$ cat config.mk
export PLATFORM = sky130hd
export DESIGN_NAME = sprite_scheduler
export DESIGN_NICKNAME = d
export VERILOG_FILES = /design/src/rtl/sprite_pkg.sv /design/src/rtl/sprite_desc_table.sv /design/src/rtl/sprite_scheduler.sv
export SDC_FILE = /design/constraint.sdc
export NUM_CORES = 1
export LEC_CHECK = 0
export BUFFER_PORTS_ARGS = -buffer_cell sky130_fd_sc_hd__buf_2
export CORE_MARGIN = 1
export CORE_UTILIZATION = 50
export DETAILED_ROUTE_END_ITERATION = 7
export GPL_ROUTABILITY_DRIVEN = 1
export MAX_ROUTING_LAYER = met4
export PLACE_DENSITY = 0.78
export SYNTH_ARGS = -nofsm -noshare
export SYNTH_HDL_FRONTEND = slang
export SYNTH_SLANG_ARGS = --single-unit
$ cat constraint.sdc
create_clock -name clk -period 9.1 [get_ports clk]
set_clock_uncertainty 0.15 [all_clocks]
set_input_delay 0.455 -clock clk [delete_from_list [all_inputs] [get_ports clk]]
set_output_delay 0.455 -clock clk [all_outputs]
set_load 0.02 [all_outputs]
$ cat src/rtl/sprite_pkg.sv
// Shared sprite types and screen geometry for scheduler, renderer and framebuffer.
// Culling of off-screen entries is enabled by defining SPRITE_SCHED_CULL_EN.
package sprite_pkg;

    localparam int CORDW    = 10;
    localparam int SPR_IDW  = 4;
    localparam int SCALEW   = 8;
    localparam int SCREEN_W = 800;
    localparam int SCREEN_H = 480;

    typedef struct packed {
        logic               valid;
        logic [SPR_IDW-1:0] id;
        logic [CORDW-1:0]   x;
        logic [CORDW-1:0]   y;
        logic [SCALEW-1:0]  scale;
    } sprite_desc_t;

    typedef enum logic [2:0] {
        ST_IDLE,
        ST_FETCH,
        ST_CLEAR,
        ST_DRAW,
        ST_NEXT
    } sched_state_t;

    // Compared one bit wider so SCREEN_W/H never truncate.
    function automatic logic on_screen(input sprite_desc_t d);
        logic [CORDW:0] xw;
        logic [CORDW:0] yw;
        xw = {1'b0, d.x};
        yw = {1'b0, d.y};
        return (xw < (CORDW+1)'(SCREEN_W)) && (yw < (CORDW+1)'(SCREEN_H));
    endfunction

endpackage

$ cat src/rtl/sprite_desc_table.sv
// Sprite descriptor table: one synchronous write port, one async read port.
// Reset clears only the valid bits; payload fields are don't-care until written.
module sprite_desc_table
    import sprite_pkg::*;
#(
    parameter int NUM_SPRITES = 16,
    localparam int IDXW = $clog2(NUM_SPRITES)
) (
    input  logic         clk,
    input  logic         rst,
    input  logic         wr_en,
    input  logic [IDXW-1:0] wr_idx,
    input  sprite_desc_t wr_desc,
    input  logic [IDXW-1:0] rd_idx,
    output sprite_desc_t rd_desc
);

    sprite_desc_t table_q [NUM_SPRITES];

    always_ff @(posedge clk) begin
        if (!rst) begin
            for (int i = 0; i < NUM_SPRITES; i++) begin
                table_q[i].valid <= 1'b0;
            end
        end else if (wr_en) begin
            table_q[wr_idx] <= wr_desc;
        end
    end

    assign rd_desc = table_q[rd_idx];

endmodule

$ cat src/rtl/sprite_scheduler.sv
// Walks the sprite table once per frame and sequences the renderer per entry.
// Define SPRITE_SCHED_CULL_EN to skip entries whose position is off-screen.
module sprite_scheduler
    import sprite_pkg::*;
#(
    parameter int NUM_SPRITES = 16,
    localparam int IDXW = $clog2(NUM_SPRITES)
) (
    input  logic               clk,
    input  logic               rst,
    input  logic               frame_start,
    input  logic               wr_en,
    input  logic [IDXW-1:0]    wr_idx,
    input  logic               wr_valid,
    input  logic [SPR_IDW-1:0] wr_id,
    input  logic [CORDW-1:0]   wr_x,
    input  logic [CORDW-1:0]   wr_y,
    input  logic [7:0]         wr_scale,
    output logic               render_rst,
    output logic               render_en,
    input  logic               render_finished,
    output logic [CORDW-1:0]   spr_x,
    output logic [CORDW-1:0]   spr_y,
    output logic [7:0]         spr_scale,
    output logic [SPR_IDW-1:0] spr_id,
    output logic               busy,
    output logic               frame_done,
    output logic               overrun,
    output logic [IDXW:0]      sprites_drawn
);

    localparam logic [IDXW-1:0] LAST_IDX = IDXW'(NUM_SPRITES - 1);

    sched_state_t state_q, state_d;
    logic [IDXW-1:0]    idx_q, idx_d;
    logic               busy_q, busy_d;
    logic               done_q, done_d;
    logic               ovr_q, ovr_d;
    logic [IDXW:0]      cnt_q, cnt_d;
    logic               rrst_q, rrst_d;
    logic               ren_q, ren_d;
    logic [CORDW-1:0]   x_q, x_d;
    logic [CORDW-1:0]   y_q, y_d;
    logic [7:0]         scale_q, scale_d;
    logic [SPR_IDW-1:0] id_q, id_d;

    sprite_desc_t wr_desc;
    sprite_desc_t rd_desc;
    logic         drawable;

    assign wr_desc = '{valid: wr_valid, id: wr_id, x: wr_x,
                       y: wr_y, scale: wr_scale};

    sprite_desc_table #(
        .NUM_SPRITES(NUM_SPRITES)
    ) u_table (
        .clk    (clk),
        .rst    (rst),
        .wr_en  (wr_en),
        .wr_idx (wr_idx),
        .wr_desc(wr_desc),
        .rd_idx (idx_q),
        .rd_desc(rd_desc)
    );

`ifdef SPRITE_SCHED_CULL_EN
    assign drawable = rd_desc.valid && (rd_desc.scale != '0)
                      && on_screen(rd_desc);
`else
    assign drawable = rd_desc.valid && (rd_desc.scale != '0);
`endif

    always_comb begin
        state_d = state_q;
        idx_d   = idx_q;
        busy_d  = busy_q;
        done_d  = 1'b0;
        ovr_d   = ovr_q;
        cnt_d   = cnt_q;
        rrst_d  = 1'b0;
        ren_d   = ren_q;
        x_d     = x_q;
        y_d     = y_q;
        scale_d = scale_q;
        id_d    = id_q;

        // Includes the NEXT->IDLE cycle, where busy is still high.
        if (frame_start && (state_q != ST_IDLE)) begin
            ovr_d = 1'b1;
        end

        unique case (state_q)
            ST_IDLE: begin
                if (frame_start) begin
                    idx_d   = '0;
                    busy_d  = 1'b1;
                    cnt_d   = '0;
                    state_d = ST_FETCH;
                end
            end
            ST_FETCH: begin
                if (drawable) begin
                    x_d     = rd_desc.x;
                    y_d     = rd_desc.y;
                    scale_d = rd_desc.scale;
                    id_d    = rd_desc.id;
                    rrst_d  = 1'b1;
                    state_d = ST_CLEAR;
                end else begin
                    state_d = ST_NEXT;
                end
            end
            ST_CLEAR: begin
                ren_d   = 1'b1;
                state_d = ST_DRAW;
            end
            ST_DRAW: begin
                if (render_finished) begin
                    ren_d   = 1'b0;
                    cnt_d   = cnt_q + 1'b1;
                    state_d = ST_NEXT;
                end
            end
            ST_NEXT: begin
                if (idx_q == LAST_IDX) begin
                    busy_d  = 1'b0;
                    done_d  = 1'b1;
                    state_d = ST_IDLE;
                end else begin
                    idx_d   = idx_q + 1'b1;
                    state_d = ST_FETCH;
                end
            end
            default: state_d = ST_IDLE;
        endcase
    end

    always_ff @(posedge clk) begin
        if (!rst) begin
            state_q <= ST_IDLE;
            idx_q   <= '0;
            busy_q  <= 1'b0;
            done_q  <= 1'b0;
            ovr_q   <= 1'b0;
            cnt_q   <= '0;
            rrst_q  <= 1'b0;
            ren_q   <= 1'b0;
            x_q     <= '0;
            y_q     <= '0;
            scale_q <= '0;
            id_q    <= '0;
        end else begin
            state_q <= state_d;
            idx_q   <= idx_d;
            busy_q  <= busy_d;
            done_q  <= done_d;
            ovr_q   <= ovr_d;
            cnt_q   <= cnt_d;
            rrst_q  <= rrst_d;
            ren_q   <= ren_d;
            x_q     <= x_d;
            y_q     <= y_d;
            scale_q <= scale_d;
            id_q    <= id_d;
        end
    end

    assign render_rst    = rrst_q;
    assign render_en     = ren_q;
    assign spr_x         = x_q;
    assign spr_y         = y_q;
    assign spr_scale     = scale_q;
    assign spr_id        = id_q;
    assign busy          = busy_q;
    assign frame_done    = done_q;
    assign overrun       = ovr_q;
    assign sprites_drawn = cnt_q;

endmodule

### Word level (Yosys, flattened, before mapping)

Memories as Yosys holds them, arrays and structs flattened. A register that Yosys moved wholly into a read port is not among the register bits.
Cells that the tools add are included.

| storage, ports and cells | value |
|---|---|
| flip-flop bits (word level) | 49 |
| bits in writable memories | 528 |
| memories kept | 1 |

Memory list:

| name | depth | bits a word | rd ports | clocked after memory_dff | write ports | line | RTL |
|---|---|---|---|---|---|---|---|
| u_table.table_q | 16 | 33 | 1 | 1 | 16 | sprite_desc_table.sv:18 | `sprite_desc_t table_q [NUM_SPRITES];` |

| operators by class | value |
|---|---|
| multiplexer cells | 27 |
| equality and inequality tests | 9 |
| add/sub/neg operators | 2 |
| reduce and logical (&&, ||, !) cells | 17 |

Operators with widths:

| operator | number |
|---|---|
| 33-bit two-way mux | 1 |
| 33-bit OR reduction | 1 |
| 4-bit two-way mux | 5 |
| 3-bit case mux with 5 select lines | 1 |
| 1-bit two-way mux | 10 |
| 5-bit two-way mux | 2 |
| 5-bit case mux with 2 select lines | 1 |
| 2-bit AND reduction | 5 |
| 3-bit two-way mux | 3 |
| 3-bit AND reduction | 3 |
| 2-bit inequality test (second input constant) | 4 |
| 4-bit case mux with 2 select lines | 1 |
| 8-bit nonzero test | 1 |
| 3-bit by 2-bit equality test with 1-bit output (second input constant) | 2 |
| 2-bit nonzero test | 3 |
| 5-bit by 1-bit adder with 5-bit output (second input constant) | 1 |
| 4-bit by 1-bit adder with 4-bit output (second input constant) | 1 |
| 4-bit equality test (second input constant) | 1 |
| 1-bit case mux with 2 select lines | 2 |
| 3-bit by 1-bit equality test with 1-bit output (second input constant) | 1 |
| 3-bit equality test (second input constant) | 1 |
| 3-bit zero test | 1 |
| 3-bit nonzero test | 1 |
| 1-bit logical AND | 2 |
| 2-bit two-way mux | 1 |

### Longest topological paths before layout

| depth | value |
|---|---|
| depth after elaboration | 5 |
| depth in mapped cells | 9 |
| depth with buffers taken out | 6 |

### By module

From an unflattened synthesis, not the netlist that was laid out.

| second synthesis, totals | value |
|---|---|
| cells, all modules | 1109 |
| area total of the unflattened synthesis | 21986.1 um2 |

Modules (own cells, without submodules):

| module | times used | area each (um2) | cells each |
|---|---|---|---|
| sprite_desc_table | 1 | 19919.1 | 867 |
| sprite_scheduler | 1 | 2067.0 | 242 |

### Worst setup path after synthesis

No wires, ideal clock.

| timing | value |
|---|---|
| path type | input port to flip-flop |
| start point | input port rst |
| end point | memory u_table.table_q[0][32] (netlist name) |
| arrival time | 3.638 ns |
| path slack | 5.066 ns |
| setup time | 0.246 ns |
| stages on the path | 5 |
| buffers on the path | 1 |
| required time | 8.704 ns |
| cells stage by stage | clkbuf_1 nand2_1 or3_1 nor3_1 o21ai_0 |

RTL lines:

| item | line | RTL |
|---|---|---|
| from (decl) | sprite_scheduler.sv:10 | `input logic rst,` |
| to (decl) | sprite_desc_table.sv:18 |  |

==> results.ini <==
[outcome]
status=complete, no violations

[sta]
setup_viol=0
relSlewSlack_pct=32.0
fin_crit_ns=4.07
max_freq_ghz=0.246
rsz0062_at_grt=no
finalHoldViolCount=0
min_period_over_period_pct=44.7
setup-tns-final_ns=0
worstMarginPinSlew_ns=1.02
drv_slew=0

[yosys]
synth-seq-cells=581
synth_warnings=0
yosys-top-cells-area=edfxtp_1 (69%), mux4_2 (15%), dfxtp_1 (6.2%)
synth_edf_count=512
ys_async_sr_fraction_pct=0
yosys.area.top_type=edfxtp_1
synthFlopType=edfxtp_1
yosysTopAreaCellShare_pct=69.5
ys_top_cells_by_count=edfxtp_1 (512), mux4_2 (149), nand2_1 (116)
syn-num-nets=1109
synth_cell_type_count=38
yosysSeqAreaShare_pct=75.7
syn_area_um2=22100
synthCells=1065
avgSynthCellArea_um2=20.8
synth.most_common_cell=edfxtp_1

[drt]
routed_wl_mm=48.7
vias_per_cell=6.02
dr_total_vias=10874
drt_iter0_drc=1419
wl_met3_mm=3.89
top_layer_used=met4
ant_nets=0
dr_wl_met2_mm=24.7
drt_pre_antenna_iters=6
drc=0
wl_per_cell_um=27.0
met1Wirelength_mm=18.6

[global_route]
antenna_found_initial=4
overflow=0
grt_first_pass_wirelength_mm=71.9
grtUsageTotal_pct=23.0
grt_max_degree=80
grt_pass1_vias=11204

[floorplan]
initial_utilization_pct=51.0
die_x_um=212
die-area_um2=45100
pin_count=84
die_h_um=212
core_area_um2=43400
rows=76

[layout]
final_nets=1216
syn2layout_area_growth_pct=13.4
ff_latch_area_um2=16800
drive_gt1_share_pct=30.0
num-fill-cells=3107
multi_input_area_um2=5190
final_core_util_pct=57.9

[pwr]
ir_worst_vdd_mv=0.155
p_per_area_nw_per_um2=212
p_leak_nw=7.83

[cts]
post-cts-setup-buffers=0
clk_pin_slew_ns=0.06
root_buffer=clkbuf_16
ctsResizeCount=0
cts_tree=yes
cts_buffer_depth=3
insertion_delay_ns=0.58
cts_buffers=55
h-tree-depth=2
numClockSinks=581
ctsHoldBuffers=0

[run]
maxCapViolations=0

[min_path]
hold_path_class=input port to flop

[worst_setup_path]
r2r_setup_slack_ns=5.03
criticalPathCategory=flop to flop
slowest_delay_ns=0.99
endpoint=spr_y[4]
slowest_stage=dfxtp_4
startpoint_type=flop
r2r-end=spr_y[4]
path_cells=buf_4, mux4_2, nor2b_1, a211oi_1, a211o_1, a2111oi_4, buf_4, mux2i_1
worst_ep_arrival_time_ns=4.42
path_common_cell=buf_4
path_max_fanout=50
endpoint_kind=flop
critPathRequiredTime_ns=9.45
r2r.worst_path.cells=8

[placed_design]
hpwl_mm=23.4
place.port_buffers=83
gp_congestion=0.755

[kinds of logic (layout without fill, tap and decap cells)]
group / count (synthesis) / after routing / share of synthesized area (%)
adder cells (fa/ha/maj): 2 / 2 / 0.113
flip-flops: 581 / 581 / 75.7
XOR/XNOR: 6 / 6 / 0.237
buffers and inverters: 58 / 210 / 1.33
AND/OR/NAND/NOR: 178 / 178 / 3.53
other: 0 / 4 / 0
multiplexers: 190 / 190 / 17.5
AO/OA/AOI/OAI: 50 / 50 / 1.54
[cells in the final DEF, fill, tap and decap left out, types with 2 or more instances in the layout]
| cell type | count |
|---|---|
| edfxtp_1 | 512 |
| mux4_2 | 149 |
| nand2_1 | 116 |
| buf_2 | 82 |
| dfxtp_1 | 65 |
| clkbuf_16 | 55 |
| mux2i_1 | 34 |
| buf_4 | 25 |
| o21ai_0 | 20 |
| a22oi_1 | 17 |
| nor2_1 | 13 |
| nor2_4 | 12 |
| clkbuf_1 | 12 |
| clkbuf_8 | 9 |
| clkinv_2 | 8 |
| mux4_1 | 7 |
| nand4_1 | 6 |
| xor2_1 | 6 |
| nand3_1 | 6 |
| nand2b_1 | 5 |
| nor2b_1 | 5 |
| clkinv_1 | 5 |
| diode_2 | 4 |
| nor3_2 | 4 |
| a21oi_1 | 4 |
| bufinv_16 | 4 |
| and2_1 | 3 |
| and3_1 | 3 |
| dfxtp_4 | 3 |
| clkinvlp_4 | 3 |
| nor4_4 | 2 |
| a21boi_0 | 2 |
| ha_1 | 2 |
| clkbuf_2 | 2 |
[layout make-up]
| class | instances | share of cell area, % |
|---|---|---|
| inverters | 1 | 0.0150 |
| clock buffers | 79 | 6.23 |
| well taps | 585 | 2.92 |
| multi-input cells | 426 | 20.7 |
| clock inverters | 23 | 0.898 |
| flip-flops and latches | 581 | 66.8 |
| diodes | 4 | 0.0399 |
| repair buffers | 107 | 2.38 |
[how the worst min path moves through the flow]
stage	from	cells past startpoint	end
6_report	render_finished	3	sprites_drawn[1]
5_1_grt	wr_x[0]	1	u_table.table_q[5][18]
4_1_cts	render_finished	3	sprites_drawn[1]
3_5_place_dp	spr_scale[0]	2	spr_scale[0]
3_3_place_gp	u_table.table_q[14][32]	2	u_table.table_q[14][32]
2_1_floorplan	u_table.table_q[10][32]	2	u_table.table_q[10][32]
[state kept, by name, indices dropped and copies added (netlist names), 3 cells and up, named ones only]
signal,cells
u_table.table_q,528
spr_scale,8
idx_q,4
state_q,3
spr_y,10
spr_x,10
sprites_drawn,5
spr_id,4
[metal layers]
metal  up-vias  GRT usage (%)
li1       4568              -
met1      5629           29.2
met2       568           37.4
met3       109           4.48
met4         0           7.81
met5         -              -
[per-stage QoR]
step | cells | total power, W | instance area [µm²] | setup slack (ns) | hold slack [ns]
after floorplan | 1065 | 0.00307 | 22100 | 5.07 | 0.283
final | 1806 | 0.00532 | 25100 | 5.03 | 0.0886
after CTS | 1802 | 0.00536 | 25100 | 4.93 | 0.0641
after global placement | 1700 | 0.00312 | 23300 | 5.04 | 0.292
after detailed placement | 1700 | 0.00313 | 23300 | 4.98 | 0.297
after global routing | 1806 | 0.00546 | 25100 | 4.67 | 0.0894
[worst max-delay path, delay by kind of cell, from the launching register on]
family | cells | cell delay, ns
flops | 1 | 0.99
simple gates | 1 | 0.13
compound gates | 3 | 0.81
buf+inv | 2 | 1.19
mux | 2 | 0.62
[where the power goes]
group	internal [W]	switching (W)	leakage, nW
Combinational	0.0000481	0.0000840	1.78
Sequential	0.00293	0.0000145	5.17
Clock	0.00131	0.000944	0.879
Power figures use the tool's default switching activity.
